File: src/rtl/rd_adr_gen_pkg.sv
// Shared definitions for the capture-buffer address generators (read and write side).
package rd_adr_gen_pkg;

  // Buffer-ownership FSM states, common to both controllers.
  typedef enum logic [1:0] {
    StIdle    = 2'd0,
    StArmed   = 2'd1,
    StRead    = 2'd2,
    StRelease = 2'd3
  } buf_state_e;

  localparam int unsigned DefDepth = 640;
  localparam int unsigned DefAw    = 10;
  localparam int unsigned PassCntW = 4;

endpackage

File: src/rtl/rd_adr_gen_if.sv
// Read-side bus: buffer handshake from the write side, display timing strobes and
// the RAM read port. The freeze signal exists only when RD_FREEZE_EN is defined.
interface rd_adr_gen_if
  import rd_adr_gen_pkg::*;
#(
  parameter int unsigned AW = DefAw
);

  logic          buf_full;
  logic          line_start;
  logic          pix_en;
`ifdef RD_FREEZE_EN
  logic          freeze;
`endif
  logic [AW-1:0] rd_addr;
  logic          rden;
  logic          rd_valid;
  logic          buf_release;
  logic          busy;

  // The address generator side.
  modport master (
`ifdef RD_FREEZE_EN
    input  freeze,
`endif
    input  buf_full,
    input  line_start,
    input  pix_en,
    output rd_addr,
    output rden,
    output rd_valid,
    output buf_release,
    output busy
  );

  // The environment side (write side, display timing, RAM).
  modport slave (
`ifdef RD_FREEZE_EN
    output freeze,
`endif
    output buf_full,
    output line_start,
    output pix_en,
    input  rd_addr,
    input  rden,
    input  rd_valid,
    input  buf_release,
    input  busy
  );

endinterface

File: src/rtl/rd_ctrl.sv
// Read-side buffer controller: ownership FSM and pass counter, mirroring the write-side
// controller. With RD_FREEZE_EN defined, freeze_i holds the buffer in RELEASE.
module rd_ctrl
  import rd_adr_gen_pkg::*;
#(
  parameter int unsigned NUM_PASSES = 1
) (
  input  logic       clk_i,
  input  logic       rst_ni,
`ifdef RD_FREEZE_EN
  input  logic       freeze_i,
`endif
  input  logic       buf_full_i,
  input  logic       line_start_i,
  input  logic       pix_en_i,
  input  logic       addr_last_i,
  output buf_state_e state_o,
  output logic       rden_o,
  output logic       buf_release_o,
  output logic       busy_o
);

  localparam logic [PassCntW-1:0] NumPassesW = PassCntW'(NUM_PASSES);

  buf_state_e          state_q, state_d;
  logic [PassCntW-1:0] pass_q, pass_d;
  logic [PassCntW-1:0] pass_inc;

  // Saturating increment so the counter never wraps past the programmed pass count.
  assign pass_inc = (pass_q >= NumPassesW) ? pass_q : pass_q + PassCntW'(1);

  // State and pass counter registers.
  always_ff @(posedge clk_i or negedge rst_ni) begin
    if (!rst_ni) begin
      state_q <= StIdle;
      pass_q  <= '0;
    end else begin
      state_q <= state_d;
      pass_q  <= pass_d;
    end
  end

  // Next-state and Moore/Mealy outputs; rden follows pix_en only while reading.
  always_comb begin
    state_d       = state_q;
    pass_d        = pass_q;
    rden_o        = 1'b0;
    buf_release_o = 1'b0;
    unique case (state_q)
      StIdle: begin
        if (buf_full_i) begin
          state_d = StArmed;
          pass_d  = '0;
        end
      end
      StArmed: begin
        // A coincident pix_en is not a read: reading starts the next cycle.
        if (line_start_i) state_d = StRead;
      end
      StRead: begin
        rden_o = pix_en_i;
        if (pix_en_i && addr_last_i) begin
          pass_d  = pass_inc;
          state_d = (pass_inc < NumPassesW) ? StArmed : StRelease;
        end
      end
      StRelease: begin
`ifdef RD_FREEZE_EN
        if (!freeze_i) begin
          buf_release_o = 1'b1;
          state_d       = StIdle;
        end
`else
        buf_release_o = 1'b1;
        state_d       = StIdle;
`endif
      end
      default: state_d = StIdle;
    endcase
  end

  assign state_o = state_q;
  assign busy_o  = (state_q != StIdle);

endmodule

File: src/rtl/rd_adr_gen.sv
// Read-side address generator for the capture buffer. Reads DEPTH entries per pass at the
// pixel strobe rate, NUM_PASSES times, then returns the buffer to the write side.
// Optional feature: define RD_FREEZE_EN to add the freeze input that holds the buffer.
module rd_adr_gen
  import rd_adr_gen_pkg::*;
#(
  parameter int unsigned DEPTH      = DefDepth,
  parameter int unsigned AW         = DefAw,
  parameter int unsigned RD_LAT     = 1,
  parameter int unsigned NUM_PASSES = 1
) (
  input logic          clk,
  input logic          rst,
  rd_adr_gen_if.master bus
);

  localparam logic [AW-1:0] LastAddr = AW'(DEPTH - 1);

  buf_state_e        state;
  logic              rden;
  logic              addr_last;
  logic [AW-1:0]     addr_q, addr_d;
  logic [RD_LAT-1:0] valid_q, valid_d;

  rd_ctrl #(
    .NUM_PASSES(NUM_PASSES)
  ) u_rd_ctrl (
    .clk_i        (clk),
    .rst_ni       (rst),
`ifdef RD_FREEZE_EN
    .freeze_i     (bus.freeze),
`endif
    .buf_full_i   (bus.buf_full),
    .line_start_i (bus.line_start),
    .pix_en_i     (bus.pix_en),
    .addr_last_i  (addr_last),
    .state_o      (state),
    .rden_o       (rden),
    .buf_release_o(bus.buf_release),
    .busy_o       (bus.busy)
  );

  assign addr_last = (addr_q == LastAddr);

  // Address counter: parked at 0 while armed, steps on every read, wraps at pass end.
  always_comb begin
    addr_d = addr_q;
    if (state == StArmed) begin
      addr_d = '0;
    end else if (rden) begin
      addr_d = addr_last ? '0 : addr_q + AW'(1);
    end
  end

  // Read-data valid pipeline, advancing every cycle regardless of state.
  always_comb begin
    valid_d    = valid_q;
    valid_d[0] = rden;
    for (int i = 1; i < int'(RD_LAT); i++) begin
      valid_d[i] = valid_q[i-1];
    end
  end

  // Address and valid-pipeline registers.
  always_ff @(posedge clk or negedge rst) begin
    if (!rst) begin
      addr_q  <= '0;
      valid_q <= '0;
    end else begin
      addr_q  <= addr_d;
      valid_q <= valid_d;
    end
  end

  assign bus.rd_addr  = addr_q;
  assign bus.rden     = rden;
  assign bus.rd_valid = valid_q[RD_LAT-1];

endmodule

File: src/flat_wrapper.sv
// flat-port wrapper written by rule: the top's interface ports become plain ports
module rd_adr_gen_flat import rd_adr_gen_pkg::*;
#(
  parameter int unsigned DEPTH      = DefDepth,
  parameter int unsigned AW         = DefAw,
  parameter int unsigned RD_LAT     = 1,
  parameter int unsigned NUM_PASSES = 1
)
  (clk, rst, bus_buf_full, bus_line_start, bus_pix_en, bus_rd_addr, bus_rden, bus_rd_valid, bus_buf_release, bus_busy);
  rd_adr_gen_if #(.AW(AW)) bus_i ();
  input logic clk;
  input logic rst;
  input wire logic [$bits(bus_i.buf_full)-1:0] bus_buf_full;
  input wire logic [$bits(bus_i.line_start)-1:0] bus_line_start;
  input wire logic [$bits(bus_i.pix_en)-1:0] bus_pix_en;
  output wire logic [$bits(bus_i.rd_addr)-1:0] bus_rd_addr;
  output wire logic [$bits(bus_i.rden)-1:0] bus_rden;
  output wire logic [$bits(bus_i.rd_valid)-1:0] bus_rd_valid;
  output wire logic [$bits(bus_i.buf_release)-1:0] bus_buf_release;
  output wire logic [$bits(bus_i.busy)-1:0] bus_busy;
  assign bus_i.buf_full = bus_buf_full;
  assign bus_i.line_start = bus_line_start;
  assign bus_i.pix_en = bus_pix_en;
  assign bus_rd_addr = bus_i.rd_addr;
  assign bus_rden = bus_i.rden;
  assign bus_rd_valid = bus_i.rd_valid;
  assign bus_buf_release = bus_i.buf_release;
  assign bus_busy = bus_i.busy;
  rd_adr_gen #(.DEPTH(DEPTH), .AW(AW), .RD_LAT(RD_LAT), .NUM_PASSES(NUM_PASSES)) u_core (.clk(clk), .rst(rst), .bus(bus_i));
endmodule
File: config.mk
export PLATFORM = sky130hd
export DESIGN_NAME = rd_adr_gen_flat
export DESIGN_NICKNAME = d
export VERILOG_FILES = /design/src/rtl/rd_adr_gen_pkg.sv /design/src/rtl/rd_adr_gen_if.sv /design/src/rtl/rd_ctrl.sv /design/src/rtl/rd_adr_gen.sv /design/src/flat_wrapper.sv
export SDC_FILE = /design/constraint.sdc
export NUM_CORES = 1
export LEC_CHECK = 0
export BUFFER_PORTS_ARGS = -buffer_cell sky130_fd_sc_hd__buf_2
export CAP_MARGIN = 20
export CORE_MARGIN = 2
export CORE_UTILIZATION = 45
export CTS_BUF_LIST = sky130_fd_sc_hd__clkbuf_4
export CTS_CLUSTER_SIZE = 8
export DETAILED_ROUTE_END_ITERATION = 8
export PLACE_DENSITY = 0.69
export RECOVER_POWER = 100
export SETUP_SLACK_MARGIN = 0.05
export SYNTH_ARGS = -nofsm -noshare
export SYNTH_HDL_FRONTEND = slang
export SYNTH_HIERARCHICAL = 1
export SYNTH_SLANG_ARGS = --single-unit
export TNS_END_PERCENT = 10
File: constraint.sdc
create_clock -name clk -period 2.2 [get_ports clk]
set_input_delay 0.22 -clock clk [delete_from_list [all_inputs] [get_ports clk]]
set_output_delay 0.22 -clock clk [all_outputs]
set_load 0.03 [all_outputs]
; ---- Word-level counts from Yosys, hierarchy flattened
; Cells that the tools add are included.
[totals]
regBits = 17
out_inout_bits = 14
word_cells = 36
[classes]
addsub = 2
n_lt_le_gt_ge = 2
n_eq_ne = 7
mux = 14
reduce_logical = 7
[op_table]
columns = op, n
row1 = $mux W10, 3
row2 = $mux W4, 3
row3 = $add A10 B1 Y10 const B, 1
row4 = $eq A10 B10 Y1 const B, 1
row5 = $mux W2, 4
row6 = $pmux W2 S4, 1
row7 = $pmux W4 S2, 1
row8 = $ne A2 B2 Y1 const B, 3
row9 = $reduce_and A3 Y1, 2
row10 = $reduce_bool A2 Y1, 3
row11 = $add A4 B1 Y4 const B, 1
row12 = $eq A2 B2 Y1 const B, 2
row13 = $ge A4 B1 Y1 const B, 1
row14 = $lt A4 B1 Y1 const B, 1
row15 = $eq A2 B1 Y1 const B, 1
row16 = $logic_not A2 Y1, 1
row17 = $mux W1, 2
row18 = $logic_and A1 B1 Y1, 1

; ---- Depth between registers and ports, before layout
; Gate-level depths: netlist of run 1.
[depth]
word_depth = 6
depth_mapped = 7

; ---- Modules after synthesis
; The synthesis of run 1 kept the hierarchy.
[by_module_without_submodules]
columns = module, n_inst, cells_per_inst, area_per_inst_um2
row1 = rd_adr_gen, 1, 56, 591.8
row2 = rd_ctrl, 1, 38, 391.6

; ---- Least setup slack after synthesis of run 1
; OpenSTA, ideal clock, no wires.
[synth_timing]
path_kind = reg2reg
start = reg u_core.addr_q[9] (netlist: u_core/bus.rd_addr[9])
end = reg u_core.u_rd_ctrl.pass_q[1]
arrival_time_ns = 1.789
slack_ns = 0.286
stages_incl_launch_ff = 7
period_less_slack_ns = 1.914
cell_sequence = dfrtp_1 > nor4bb_1 > nand4_1 > inv_1 > and4b_1 > nand3_2 > mux2_4
[synth_via]
elab_chain_cells = 4
[synth_rtl]
columns = element, line_no
row1 = start: declaration, rd_adr_gen.sv:22  ; logic [AW-1:0] addr_q, addr_d;
row2 = start signal: assignment, rd_adr_gen.sv:70  ; addr_q <= addr_d;
row3 = $eq A10 B10 Y1, rd_adr_gen.sv:43  ; assign addr_last = (addr_q == LastAddr);
row4 = via u_core.addr_last, rd_adr_gen.sv:21  ; logic addr_last;
row5 = $logic_and A1 B1 Y1, rd_ctrl.sv:62  ; if (pix_en_i && addr_last_i) begin
row6 = $ne A2 B2 Y1 (no line), --
row7 = $reduce_and A3 Y1 (no line), --
row8 = end signal: assignment, rd_ctrl.sv:39  ; pass_q <= pass_d;
row9 = end: declaration, rd_ctrl.sv:26  ; logic [PassCntW-1:0] pass_q, pass_d;
; The timed path passes the listed nets, and every way through them passes these cells.
; A chain may end at the register's enable or synchronous reset.

; ---- Worst setup path after layout of run 1
[layout_timing]
start = reg u_core.addr_q[7] (netlist: u_core/bus.rd_addr[7])
end = reg u_core.u_rd_ctrl.pass_q[1]
; Same word-level chain as after synthesis.

==> out/summary.json, run 1 <==
{
  "layout_min_cycle_time_ps": 1951,
  "worst-path-max-fanout": 5,
  "antenna-diode-count": 0,
  "first_global_vias": 683,
  "drc_errors": 0,
  "timing.critical_path.slowest_cell_delay_ps": 440,
  "syn-num-nets": 103,
  "ys_types": 35,
  "globalRouteTotalUtil_pct": 16.48,
  "power.static_leakage_nw": 0.5340,
  "worstReg2RegEnd": "u_core/u_rd_ctrl/pass_q[1]$_DFFE_PN0P_",
  "i_o_buffers": 18,
  "worst_ep_arrival_time_ps": 2130,
  "synthToLayoutAreaGrowth_pct": 11.70,
  "wire_length_of_the_first_global_routing_pass_mm": 3.194,
  "cts.root.buffer_cell": "clkbuf_4",
  "clock_skew_ps": 2.934,
  "finalNetCount": 124,
  "synth_area_leader_cell": "dfrtp_1",
  "synth_area_leaders": "dfrtp_1, xor2_1, ha_1",
  "worst_hold_path_type": "input pin to register",
  "path_cells": "nor4bb_1 > nand4_1 > inv_1 > and4b_1 > nand3_2 > mux2_4",
  "timing.final.setup_violations": 0,
  "chipHeight_um": 50.75,
  "critPathTopFamily": "simple AND/OR/NAND/NOR gates",
  "drt.antenna.violating_nets": 0,
  "clock_tree.buffer_depth": 2,
  "timing.max_cap.violations": 0,
  "r2r_setup_slack_ps": 250,
  "reg2reg_depth": 6,
  "io-pin-count": 19,
  "critPathLaunch": "u_core/bus.rd_addr[7]$_DFFE_PN0P_",
  "unrepaired_setup_endpoints_after_global_routing": "no",
  "route.detailed.vias_per_inst": 5.248,
  "endpoint_type_of_the_worst_setup_path": "register",
  "cts_tree": "yes",
  "design.die.area_sq_um": 2576,
  "via_count": 740,
  "post-layout-total-power_mw": 0.9387,
  "timing.critical_path.from_type": "register",
  "worst-path-stages": 6,
  "insertion_delay_ps": 280,
  "avgSynthCellArea_sq_um": 10.46,
  "hpwl_mm": 1.365,
  "type_of_the_worst_setup_path": "register to register",
  "h-tree-depth": 1,
  "floorplan.core_area_sq_um": 2002,
  "yosys_warnings": 6,
  "critical_path.endpoint": "u_core/u_rd_ctrl/pass_q[1]$_DFFE_PN0P_",
  "worst_ep_required_time_ps": 2380,
  "max_freq_mhz": 512.5,
  "drt_pass1_iterations": 4,
  "tritoncts.num_buffers": 3,
  "detail_route.wl_per_cell_um": 13.21,
  "hold-path-cell-count": 3,
  "critical_path_buf_inv_count": 1,
  "worst_slew_pin_slew_ps": 924.8,
  "design_area_sq_um": 1099,
  "synthesis.area_sq_um": 983.4,
  "timing.final.hold_violations": 0,
  "power_density_nw_per_um2": 854.5,
  "clkSinkCount": 17,
  "r2r_start": "u_core/bus.rd_addr[7]$_DFFE_PN0P_",
  "critical_path.slowest_cell": "dfrtp_1",
  "final.period_utilization_pct": 88.70,
  "cts_setup_buffers": 0,
  "fin_worst_hold_slack_ps": 217.5,
  "seq_area_frac_synth_pct": 43.26,
  "layout-drive-gt1-share_pct": 14.04,
  "clk_transition_reported_paths_ps": 90,
  "final_max_slew_viol_count": 0,
  "row_count": 16,
  "worst_ir_drop_vdd_mv": 0.4273,
  "initial_detailed_routing_violation_count": 21,
  "synthDominantCellAreaShare_pct": 43.26,
  "syn_inst": 94,
  "relative_max_transition_margin_pct": 38.35,
  "grt_remaining_overflow": 0,
  "gp_routability_congestion": 0.8222,
  "grt_max_degree": 18,
  "die-width_um": 50.75,
  "n_fill_cell": 193,
  "ys_seq_elements": 17,
  "post_route_setup_tns_ps": 0,
  "initial_utilization_pct": 49.12,
  "post_dp_cell_area_sq_um": 1077,
  "drt_wl_total_mm": 1.863,
  "outcome": "finished clean",
  "grt_antenna_before_repair": 0
}
## layout by cell type, fill, tap and decap left out, types with 4 or more instances in the layout
cell type / instances
clkbuf_1: 15
clkbuf_4: 4
dfrtp_1: 17
ha_1: 4
inv_1: 4
nand2b_1: 4
nor2_1: 10
xor2_1: 7
## logic make-up (layout without fill, tap and decap cells)
kind of cell               count (synthesis)  in the layout  synth area share, %
and+or+nand+nor                           43             43                27.48
DFF                                       17             17                43.26
AOI/OAI and AO/OA                         12             12                8.779
xor gates and xnor gates                   7              7                6.234
buffers and inverters                      7             27                4.580
adders and majority gates                  4              4                5.089
muxes                                      4              4                4.580
## cell usage after synthesis
master and count:
dfrtp_1 17, nor2_1 10, xor2_1 7, ha_1 4, inv_1 4, nand2b_1 4, a21oi_1 3, and2_1 3
and3_1 3, mux2i_1 3, nand2_1 3, o2111ai_1 3, a41oi_1 2, and2b_1 2, buf_6 2, nand3_1 2
nand3_2 2, nand4_1 2, nor3b_1 2, a21o_1 1, a31o_2 1, a31oi_1 1, and2b_2 1, and3_4 1
and4b_1 1, buf_4 1, mux2_4 1, nand3b_1 1, nor2b_1 1, nor4bb_1 1, o21ai_0 1, or2_2 1
or2b_2 1, or3b_1 1, or3b_2 1
## cell type report
type | count | area, sq um | area share [%]
Timing Repair Buffer | 19 | 81.33 | 7.403
Sequential cell | 17 | 425.4 | 38.72
Inverter | 4 | 15.01 | 1.367
Tap cell | 27 | 33.78 | 3.075
Multi-Input combinational cell | 70 | 513.0 | 46.70
Clock buffer | 4 | 30.03 | 2.733
## worst register-to-register path: cells and delay by family (launching register included)
kind / cells / cell delay (ps)
muxes: 1 / 310
DFF: 1 / 440
and+or+nand+nor: 4 / 1000
buffers and inverters: 1 / 100
## sequential cells by signal, indices dropped and copies added (netlist names)
name and cells:
u_core/bus.rd_addr 10, u_core/u_rd_ctrl/pass_q 4, u_core/u_rd_ctrl/state_o 2, u_core/bus.rd_valid 1
## stage by stage
| stage | instances | setup slack [ps] | util (%) |
|---|---|---|---|
| floorplan | 94 | 285.5 | - |
| global placement | 136 | 347.8 | 53.81 |
| detailed placement | 136 | 300.3 | 53.81 |
| CTS | 141 | 264.6 | 55.81 |
| global route | 141 | 78.66 | 54.87 |
| finish | 141 | 248.7 | 54.87 |
## metal layers
metal | routed length, um | up-vias | part of all wire [%] | GRT usage (%)
li1 | - | 365 | - | -
met1 | 945 | 358 | 51 | 23.11
met2 | 805 | 15 | 43 | 25.00
met3 | 87 | 2 | 4.7 | 3.869
met4 | 24 | 0 | 1.3 | 5.405
met5 | 0 | - | 0 | 0
## report_power, final
group	internal (mW)	switching, mW	leakage, nW
Combinational	0.118	0.231	0.285
Clock	0.0828	0.0926	0.0184
Sequential	0.357	0.0569	0.231
## how the worst min path moves through the flow
| stage | startpoint | endpoint | slack (ps) |
|---|---|---|---|
| final | bus_line_start | u_core/u_rd_ctrl/state_o[0]$_DFFE_PN0P_ | 220 |
| after global routing | bus_line_start | u_core/u_rd_ctrl/state_o[0]$_DFFE_PN0P_ | 220 |
| after CTS | bus_line_start | u_core/u_rd_ctrl/state_o[0]$_DFFE_PN0P_ | 210 |
| after detailed placement | rst | u_core/u_rd_ctrl/state_o[1]$_DFFE_PN0P_ | 170 |
| after global placement | rst | u_core/u_rd_ctrl/state_o[1]$_DFFE_PN0P_ | 160 |
| after floorplan | rst | u_core/bus.rd_addr[0]$_DFFE_PN0P_ | -80 |
## repair_timing
action / CTS / global route
hold buffers: 1 / 0
resized for setup: 0 / 1
hold endpoints to repair: 17 / 0
setup endpoints to repair: 0 / 1
(Power assumes the default switching activity.)
==> inputs of run 2 (changes only) <==
--- a/config.mk
+++ b/config.mk
@@ -7,7 +7,7 @@
 export LEC_CHECK = 0
 export BUFFER_PORTS_ARGS = -buffer_cell sky130_fd_sc_hd__buf_2
 export CAP_MARGIN = 20
-export CORE_MARGIN = 2
+export CORE_MARGIN = 3
 export CORE_UTILIZATION = 45
 export CTS_BUF_LIST = sky130_fd_sc_hd__clkbuf_4
 export CTS_CLUSTER_SIZE = 8
==> out/summary.json, run 2 (synthesized netlist as in run 1, its figures left out) <==
{
  "outcome": "finished clean",
  "power.static_leakage": {"value": 0.5328, "unit": "nW", "change": "-0.22%"},
  "type_of_the_worst_setup_path": "register to register",
  "largest_register_ff_count": {"value": 10, "change": "unchanged"},
  "layout.cells.most_common_list": "dfrtp_1, clkbuf_1, nor2_1",
  "tritoncts.num_buffers": {"value": 3, "change": "unchanged"},
  "io-pin-count": {"value": 19, "change": "unchanged"},
  "worst_ir_drop_vdd": {"value": 0.5896, "unit": "mV", "change": "+38%"},
  "path_cells": "nor4bb_1 > nand4_1 > inv_1 > and4b_1 > nand3_1 > mux2_1",
  "cts_setup_buffers": {"value": 0, "change": "unchanged"},
  "critical_path.slowest_cell": "dfrtp_1",
  "timing.final.ws_setup": {"value": 188.2, "unit": "ps", "change": "-60.51 ps"},
  "h-tree-depth": {"value": 1, "change": "unchanged"},
  "pwr-share-comb": {"value": 37.4, "unit": "%", "change": "+0.2 points"},
  "power.sequential.fraction": {"value": 44.4, "unit": "%", "change": "+0.3 points"},
  "insertion_delay": {"value": 290, "unit": "ps", "change": "about the same"},
  "worst_slew_pin_slew": {"value": 946.5, "unit": "ps", "change": "+21.72 ps"},
  "final.period_utilization": {"value": 91.45, "unit": "%", "change": "+2.8 points"},
  "unrepaired_setup_endpoints_after_global_routing": "no",
  "cts_hold_buffers": {"value": 1, "change": "unchanged"},
  "drt.antenna.violating_nets": {"value": 0, "change": "unchanged"},
  "r2r_setup_slack": {"value": 190, "unit": "ps", "change": "-60 ps"},
  "drc_errors": {"value": 0, "change": "unchanged"},
  "initial_detailed_routing_violation_count": {"value": 19, "change": "-9.5%"},
  "endpoint_type_of_the_worst_setup_path": "register",
  "route.detailed.vias_per_inst": {"value": 5.369, "change": "+2.3%"},
  "grt_antenna_before_repair": {"value": 0, "change": "unchanged"},
  "worst_hold_path_type": "input pin to register",
  "drt_wl_total": {"value": 1.800, "unit": "mm", "change": "-3.4%"},
  "final_max_slew_viol_count": {"value": 0, "change": "unchanged"},
  "power.net_switching": {"value": 0.3829, "unit": "mW", "change": "+0.71%"},
  "cts.root.buffer_cell": "clkbuf_4",
  "antenna-diode-count": {"value": 0, "change": "unchanged"},
  "design.die.area": {"value": 2783, "unit": "sq um", "change": "+8.0%"},
  "worst-path-max-fanout": {"value": 5, "change": "unchanged"},
  "worst_ep_required_time": {"value": 2380, "unit": "ps", "change": "about the same"},
  "post_route_setup_tns": {"value": 0, "unit": "ps", "change": "unchanged"},
  "floorplan.core_area": {"value": 2022, "unit": "sq um", "change": "+1.0%"},
  "end_of_flow_core_utilization": {"value": 53.84, "unit": "%", "change": "-1.0 points"},
  "power.switching_fraction": {"value": 41.31, "unit": "%", "change": "+0.80 points"},
  "hpwl": {"value": 1.323, "unit": "mm", "change": "-3.1%"},
  "drt_pass1_iterations": {"value": 4, "change": "unchanged"},
  "clock_tree.buffer_depth": {"value": 2, "change": "unchanged"},
  "worst_ep_arrival_time": {"value": 2190, "unit": "ps", "change": "+60 ps"},
  "timing.final.hold_violations": {"value": 0, "change": "unchanged"},
  "row_count": {"value": 16, "change": "unchanged"},
  "clk_transition_reported_paths": {"value": 100, "unit": "ps", "change": "about the same"},
  "clockPowerShare": {"value": 18.2, "unit": "%", "change": "-0.5 points"},
  "power_density": {"value": 851.6, "unit": "nW/um^2", "change": "-0.34%"},
  "initial_utilization": {"value": 48.64, "unit": "%", "change": "-0.49 points"},
  "cts.repair.resized": {"value": 0, "change": "unchanged"},
  "clock_skew": {"value": 6.306, "unit": "ps", "change": "+3.372 ps"},
  "i_o_buffers": {"value": 18, "change": "unchanged"},
  "die-width": {"value": 52.75, "unit": "um", "change": "+3.9%"},
  "timing.final.setup_violations": {"value": 0, "change": "unchanged"},
  "detail_route.wl_per_cell": {"value": 12.77, "unit": "um", "change": "-3.4%"},
  "max_freq": {"value": 497.1, "unit": "MHz", "change": "-3.0%"},
  "timing.max_cap.violations": {"value": 0, "change": "unchanged"},
  "relative_max_transition_margin": {"value": 36.90, "unit": "%", "change": "-1.4 points"},
  "finalNetCount": {"value": 124, "change": "unchanged"},
  "grt_max_degree": {"value": 18, "change": "unchanged"},
  "timing.critical_path.slowest_cell_delay": {"value": 440, "unit": "ps", "change": "about the same"},
  "timing.critical_path.from_type": "register",
  "wire_length_of_the_first_global_routing_pass": {"value": 2.918, "unit": "mm", "change": "-8.6%"},
  "clkSinkCount": {"value": 17, "change": "unchanged"},
  "gp_routability_congestion": {"value": 0.8264, "change": "+0.51%"},
  "cts_tree": "yes",
  "layout_min_cycle_time": {"value": 2012, "unit": "ps", "change": "+60.51 ps"},
  "grt_remaining_overflow": {"value": 0, "change": "unchanged"},
  "first_global_vias": {"value": 632, "change": "-7.5%"},
  "synthToLayoutAreaGrowth_pct": 10.69,
  "layout-drive-gt1-share": {"value": 13.16, "unit": "%", "change": "-0.88 points"},
  "final_common_cell": "dfrtp_1",
  "chipHeight": {"value": 52.75, "unit": "um", "change": "+3.9%"},
  "via_count": {"value": 757, "change": "+2.3%"},
  "globalRouteTotalUtil": {"value": 14.90, "unit": "%", "change": "-1.6 points"},
  "intPower": {"value": 0.5441, "unit": "mW", "change": "-2.6%"},
  "n_fill_cell": {"value": 189, "change": "-2.1%"},
  "detailedPlace.worstSlack": {"value": 282.4, "unit": "ps", "change": "-17.91 ps"}
}
==> run 2: cell types whose count changed in the layout (fill, tap and decap cells not counted), sizes merged <==
cell,previous run,this run
clkbuf,19,18
clkinv,0,1
==> run 2: final timing paths <==
path                                                        start                                 endpoint  depth (start not counted)
max in group asynchronous                                     rst   u_core/u_rd_ctrl/pass_q[0]$_DFFE_PN0P_                          2
min in group asynchronous                                     rst        u_core/bus.rd_addr[8]$_DFFE_PN0P_                          2
min                                                bus_line_start  u_core/u_rd_ctrl/state_o[0]$_DFFE_PN0P_                          3
max                             u_core/bus.rd_addr[7]$_DFFE_PN0P_   u_core/u_rd_ctrl/pass_q[1]$_DFFE_PN0P_                          6
min reg2reg                u_core/u_rd_ctrl/pass_q[2]$_DFFE_PN0P_   u_core/u_rd_ctrl/pass_q[2]$_DFFE_PN0P_                          2
max reg2reg                     u_core/bus.rd_addr[7]$_DFFE_PN0P_   u_core/u_rd_ctrl/pass_q[1]$_DFFE_PN0P_                          6
==> run 2: final cells by class <==
| type | count | area (sq um) | share of cell area (%) |
|---|---|---|---|
| multi-input combinational | 70 | 504.2 | 46.32 |
| sequential | 17 | 425.4 | 39.08 |
| timing repair buffer | 19 | 82.58 | 7.586 |
| tap | 27 | 33.78 | 3.103 |
| clock buffer | 3 | 22.52 | 2.069 |
| inverter | 4 | 15.01 | 1.379 |
| clock inverter | 1 | 5.005 | 0.4598 |
==> run 2: stage by stage <==
step / instances / hold slack (ps) / power [mW] / instance area (sq um)
6_report: 141 / 205.3 / 0.9270 / 1089
5_1_grt: 141 / 215.3 / 0.9862 / 1089
4_1_cts: 141 / 193.5 / 0.9486 / 1115
3_5_place_dp: 136 / 165.6 / 0.7766 / 1077
3_3_place_gp: 136 / 162.3 / 0.7789 / 1077
2_1_floorplan: 94 / -75.59 / 0.7009 / 983.4
==> run 2: routing by layer <==
metal	part of all wire (%)	GRT usage [%]	up-vias
met4	1.0	7.660	0
met5	0	0	-
met2	40	19.21	22
met1	53	21.73	361
met3	5.6	4.558	2
li1	-	-	372
==> run 2: power groups by stage <==
stage	sequential, mW	clock, mW	combinational, mW
floorplan	0.462	0	0.239
global route	0.420	0.187	0.379
detailed placement	0.418	0	0.358
global placement	0.416	0	0.363
CTS	0.411	0.178	0.360
finish	0.412	0.168	0.347
==> run 2: worst max-delay path, delay by kind of cell, from the launching register on <==
kind / cells / cell delay [ps]
buffers and inverters: 1 / 90
DFF: 1 / 440
muxes: 1 / 340
and+or+nand+nor: 4 / 1030
